--- src/rtl/stream_demux_buf.sv ---
// stream_demux_buf: 1-to-N handshaked stream demultiplexer with a one-entry
// output register per channel and an optional broadcast to every channel.
//
// Ports:
//   clk, rst_n  rising-edge clock, asynchronous active-low reset
//   in_valid    producer has a word
//   in_ready    block accepts the word this cycle (combinational)
//   in_data     input word (W bits)
//   in_sel      target channel for unicast (SEL_W bits)
//   in_bcast    1 = write the word to every channel, in_sel ignored
//   out_valid   per-channel valid, bit k = channel k
//   out_ready   per-channel consumer ready
//   out_data    channel k data at [k*W +: W]
//   sel_err     one-cycle pulse after a word with in_sel >= N was dropped
//   acc_cnt     count of accepted words, wraps modulo 2**CNT_W
module stream_demux_buf #(
    parameter int unsigned W     = 5,
    parameter int unsigned N     = 16,
    parameter int unsigned SEL_W = 4,
    parameter int unsigned CNT_W = 16
) (
    input  logic               clk,
    input  logic               rst_n,
    input  logic               in_valid,
    output logic               in_ready,
    input  logic [W-1:0]       in_data,
    input  logic [SEL_W-1:0]   in_sel,
    input  logic               in_bcast,
    output logic [N-1:0]       out_valid,
    input  logic [N-1:0]       out_ready,
    output logic [N*W-1:0]     out_data,
    output logic               sel_err,
    output logic [CNT_W-1:0]   acc_cnt
);

    logic [N-1:0] free;
    logic [N-1:0] sel_hit;
    logic [N-1:0] load;
    logic         sel_ok;
    logic         accept;

    // One-hot decode of in_sel; an out-of-range select decodes to all zeros.
    always_comb begin
        sel_hit = '0;
        for (int unsigned k = 0; k < N; k++) begin
            sel_hit[k] = (in_sel == SEL_W'(k));
        end
    end

    // A slot is free when empty or being drained this cycle.
    assign free   = ~out_valid | out_ready;
    assign sel_ok = |sel_hit;

    // Out-of-range unicast words are always sunk so the producer never stalls on them.
    always_comb begin
        in_ready = 1'b1;
        if (in_bcast) begin
            in_ready = &free;
        end else if (sel_ok) begin
            in_ready = |(sel_hit & free);
        end
    end

    assign accept = in_valid & in_ready;
    assign load   = accept ? (in_bcast ? {N{1'b1}} : sel_hit) : {N{1'b0}};

    // Per-channel output register; a load takes priority over a drain.
    always_ff @(posedge clk or negedge rst_n) begin
        if (!rst_n) begin
            out_valid <= '0;
            out_data  <= '0;
        end else begin
            for (int unsigned k = 0; k < N; k++) begin
                if (load[k]) begin
                    out_valid[k]         <= 1'b1;
                    out_data[k*W +: W]   <= in_data;
                end else if (out_ready[k]) begin
                    out_valid[k]         <= 1'b0;
                end
            end
        end
    end

    // Dropped-select pulse and accepted-word counter.
    always_ff @(posedge clk or negedge rst_n) begin
        if (!rst_n) begin
            sel_err <= 1'b0;
            acc_cnt <= '0;
        end else begin
            sel_err <= accept & ~in_bcast & ~sel_ok;
            if (accept) begin
                acc_cnt <= acc_cnt + CNT_W'(1);
            end
        end
    end

endmodule

--- config.mk ---
export PLATFORM = sky130hd
export DESIGN_NAME = stream_demux_buf
export DESIGN_NICKNAME = d
export VERILOG_FILES = /design/src/rtl/stream_demux_buf.sv
export SDC_FILE = /design/constraint.sdc
export NUM_CORES = 1
export LEC_CHECK = 0
export ABC_AREA = 1
export CORE_UTILIZATION = 49
export CTS_BUF_LIST = sky130_fd_sc_hd__clkbuf_16
export CTS_CLUSTER_DIAMETER = 150
export CTS_CLUSTER_SIZE = 40
export DETAILED_ROUTE_END_ITERATION = 8
export GPL_ROUTABILITY_DRIVEN = 0
export GPL_TIMING_DRIVEN = 1
export PLACE_DENSITY_LB_ADDON = 0.3
export SETUP_SLACK_MARGIN = 0.4
export SYNTH_ARGS = -nofsm -noshare
export SYNTH_HDL_FRONTEND = slang
export SYNTH_SLANG_ARGS = --single-unit
--- constraint.sdc ---
create_clock -name clk -period 2.3 [get_ports clk]
set_input_delay 0.23 -clock clk [delete_from_list [all_inputs] [get_ports clk]]
set_output_delay 0.23 -clock clk [all_outputs]
set_load 0.02 [all_outputs]
Word-level counts from Yosys, hierarchy flattened:

Index checks and enable logic that the tools add are counted.

* reductions and logical operators: 20
* bitwise logic cells: 8
* mux-type cells: 36
* add/subtract/negate cells: 1
* equality and inequality tests: 15

Operators by type and width (number)
* $mux 1: 34
* $eq 4x4->1 const B: 8
* $mux 16: 2
* $reduce_bool 2->1: 16
* $reduce_or 16->1: 2
* $add 16x1->16 const B: 1
* $and 16x16->16: 1
* $eq 4x3->1 const B: 4
* $not 16->16: 1
* $or 16x16->16: 1
* $reduce_and 16->1: 1
* $eq 4x2->1 const B: 2
* $eq 4x1->1 const B: 1
* $logic_not 4->1: 1
* $and 1x1->1: 3
* $not 1->1: 2

* bits in registers: 113
* output and inout port bits: 114

Depth between registers and ports, before layout:

* depth in word-level cells: 9
* mapped depth: 13
* depth with buffers taken out: 12

Least setup slack after synthesis:

No wires, ideal clock.

* path type: flip-flop to flip-flop
* start: reg out_valid[10]
* end: reg acc_cnt[5]
* period minus slack after synthesis: 1.777 ns
* path slack: 0.523 ns
* library setup time: 0.118 ns
* data arrival time: 1.659 ns
* data required time: 2.182 ns
* stages on the path, launching flop included: 14
* cell sequence: dfrtp_1 -> inv_1 -> nor2_1 -> inv_1 -> nand2_1 -> nor2_1 -> nand2_1 -> o21ai_2 -> inv_2 -> nor2_8 -> nand2_2 -> buf_2 -> nand2_1 -> nand2_1

* longest elaborated chain between the ends: 7
* elaborated cells between the ends (all ways): 8
* those cells by class: mux: 2; bitwise: 4; reduce/logical: 2

RTL lines
* from (decl): line 29 `output logic [N-1:0] out_valid,`
* from (signal assigned): line 70 `out_valid <= '0;`
* from (signal, indexed assignment): line 75 `out_valid[k] <= 1'b1;`
* from (signal, indexed assignment): line 78 `out_valid[k] <= 1'b0;`
* $not 16->16 *: line 51 `assign free = ~out_valid | out_ready;`
* $or 16x16->16 *: line 51
* $and 16x16->16: line 60 `in_ready = |(sel_hit & free);`
* $reduce_or 16->1: line 60
* $mux 1: line 59 `end else if (sel_ok) begin`
* $mux 1 *: line 57 `if (in_bcast) begin`
* $and 1x1->1 *: line 64 `assign accept = in_valid & in_ready;`
* to (signal assigned): line 92 `acc_cnt <= acc_cnt + CNT_W'(1);`
* to (decl): line 33 `output logic [CNT_W-1:0] acc_cnt`

Every way passes the cells marked *; elsewhere a longest branch is shown, timed or not.
A chain may end at the register's enable or synchronous reset.

Final worst setup path:

* start: reg out_valid[10]
* end: out in_ready

* longest elaborated chain between the ends: 6
* elaborated cells between the ends (all ways): 7
* those cells by class: mux: 2; bitwise: 3; reduce/logical: 2

RTL lines
* $not 16->16 *: line 51
* $or 16x16->16 *: line 51
* $and 16x16->16: line 60
* $reduce_or 16->1: line 60
* $mux 1: line 59
* $mux 1 *: line 57
* to (decl): line 25 `output logic in_ready,`

Marks and branches as above.

==> key figures <==
Outcome
  • Status: finished clean

Drt
  • Initial DRC Count: approximately 300
  • DR pass1 iterations: 6
  • Vias per inst: approximately 5.5
  • ANT nets after route: 0
  • Routed vias: 5403
  • Final WL: around 16000 um
  • DRC viols: 0
  • Wire length per cell: ~16 um

Finish
  • Finished Layout Cells: ~1000
  • Nets: 869
  • FF/Latch Area: 2830 um2
  • Diodes inserted: 0
  • Post-layout util: 0.736
  • Design area: around 8000 um2
  • Layout overhead on the synthesized area: 45.5%
  • Footprint of the multi-input gates: about 2500 um2
  • Layout cells sized above 1: 0.143
  • Fillcell total: between 700 and 800

Global route
  • GRT overflow: 0
  • Initial antenna violation count: 0
  • Total track usage: 0.288
  • First-pass GRT wire length: 25800 um
  • Pin count of the biggest net entering global routing: between 50 and 60
  • Vias in the first global route: 5297

Floorplanning
  • Full die area: about 12000 um2
  • Core area: approximately 11000 um2
  • IO Count: between 100 and 150
  • Die Y: 108 um
  • Die width: ~110 um
  • Initial Util: 0.506
  • Number of core rows: 38

Power
  • Maximum vdd drop: around 0.00064 V
  • Pleak: roughly 4 nW
  • Cell Pwr Density: 995 nW/um2

STA
  • Final Hold Vio Count: 0
  • Worst slew margin: 0.465
  • Slew @ Worst Pin: 800 ps
  • Hold Slack: ~380 ps
  • Clock skew: 8.68 ps
  • Final setup violation count: 0
  • Max Slew Vio Count: 0
  • Max Fclk: around 510 MHz
  • Period utilization: 0.855
  • Final Critical Period: a little under 2000 ps
  • Setup repair after global routing missed its margin: true
  • Setup TNS: 0 ps

CTS
  • Max Buffers Root-to-Sink: 2
  • CTS clock-pin slew for the worst setup and hold paths: around 50 ps
  • CTS tree: done
  • CTS root buf: clkbuf_16
  • CTS Buf Count: 17
  • H-tree depth: 4
  • Clk_lat worst skew: roughly 400 ps
  • Clk sinks: approximately 110

Synth
  • Syn nets: 688
  • Mapped Cells: 658
  • Register area share after synthesis: 0.513
  • Syn Std Cell Area: 5510 um2
  • Yosys warnings: 0
  • Leading area contributor after synthesis: dfrtp_1
  • Top post-synthesis cells by area: dfrtp_1 51%, nand2_1 19%, nand4_1 9.9%
  • Synth Register Bits: 113
  • Avg Cell Area, Syn: around 8.4 um2
  • Top-area cell type share of the netlist area: 0.513
  • Cell variety after synth: 29

Setup path
  • CP Capture Type: output port
  • R2R Setup Slk: ~380 ps
  • R2R cell count: 13
  • R2R Path End: out_data[61]
  • Worst r2r src: out_valid[10]
  • Worst setup SP type: flop
  • Critical Path RT: 2070 ps
  • Critical path class: flop to output port
  • Data arrival, critical path: roughly 1700 ps
  • Peak fanout along the critical path: 2

Placed design
  • Post-Place Cells: between 900 and 1000
  • Post-DP Area: about 7300 um2
  • Buffers added on ports: about 140
  • Dpl hpwl: ~11000 um

Min path
  • Worst Hold Class: primary input to asynchronous set/reset pin

Run
  • Max-Cap Viols: 0
-- through the flow --
step | total power (W) | setup WS [ps]
2_1_floorplan | 0.00422 | 523
3_3_place_gp | 0.00557 | -137
3_5_place_dp | 0.00564 | -208
4_1_cts | 0.00798 | 330
5_1_grt | 0.00837 | 258
6_report | 0.00798 | 333
-- cell usage in the layout, fill, tap and decap left out, drive strengths merged --
cell type,netlist,layout
nand3,35,35
nand3b,1,1
nor2,29,29
nor3,4,4
dfrtp,113,113
dlygate4sd3,0,1
xnor2,5,5
ha,1,1
clkdlybuf4s50,0,135
o21ai,3,3
xor2,9,9
nand2,288,288
clkinv,1,11
conb,1,1
bufinv,0,1
clkbuf,16,17
dlygate4sd2,0,2
dlymetal6s2s,0,2
buf,20,58
nand4,97,97
inv,34,37
and3,1,1
-- flip-flops by register name, summed over array words and instances, names as in the netlist --
signal and count:
out_valid 16, sel_err 1, out_data 80, acc_cnt 16
-- worst max-delay path by stage --
stage | from | end | slack (ps)
2_1_floorplan | out_valid[10] | acc_cnt[5] | 520
3_3_place_gp | in_sel[0] | in_ready | -140
3_5_place_dp | in_sel[3] | out_data[17] | -210
4_1_cts | out_valid[10] | in_ready | 330
5_1_grt | out_valid[10] | in_ready | 260
6_report | out_valid[10] | in_ready | 330
-- Yosys cell counts (all sizes together) --
cell type / count
nand2: 288
dfrtp: 113
nand4: 97
nand3: 35
inv: 34
nor2: 29
buf: 20
clkbuf: 16
xor2: 9
xnor2: 5
nor3: 4
o21ai: 3
and3: 1
clkinv: 1
conb: 1
ha: 1
nand3b: 1
-- metal layers --
layer	track usage	up-vias	wire, um
met1	0.382	2557	6590
li1	-	2549	-
met3	0.0657	33	1170
met5	0	-	0
met4	0.108	0	308
met2	0.460	264	7670
-- logic make-up (layout without fill, tap and decap cells) --
group                    after synthesis  after routing  synth area share
AND/OR/NAND/NOR                      455            455             0.400
buffers and inverters                 71            264            0.0586
AO/OA/AOI/OAI                          3              3           0.00340
flip-flops                           113            113             0.513
XOR/XNOR                              14             14            0.0222
other                                  1              1          0.000680
adder cells (fa/ha/maj)                1              1           0.00227
-- worst max-delay path, cell delays in order, from the launching register on --
cell and delay [ps]:
dfrtp_1 400, inv_2 80, nor2_4 50, inv_2 50
nand2_2 60, nor2_4 100, nand2_2 80, o21ai_4 190
inv_2 80, nor2_8 120, buf_6 130
-- timing repair --
| action | CTS | global route |
|---|---|---|
| hold endpoints to repair | 45 | 0 |
| resized for setup | 32 | 19 |
| endpoints found under the setup margin | 88 | 112 |
| pin swaps | 13 | 7 |
| buffers inserted | 4 | 1 |
| hold buffers | 1 | 0 |
-- power by group --
part	switching (W)	total (W)	leakage, nW	internal, W
logic	0.00159	0.00289	2.31	0.00130
clock network	0.000838	0.00227	0.265	0.00143
registers	0.000343	0.00283	1.44	0.00248
-- final cells by class --
type | count | share of cell area
well taps | 140 | 0.0218
multi-input cells | 474 | 0.307
inverters | 35 | 0.0164
repair buffers | 198 | 0.238
clock inverters | 14 | 0.0105
flip-flops and latches | 113 | 0.353
clock buffers | 17 | 0.0531
No activity file was read; power rests on OpenSTA's default activity.
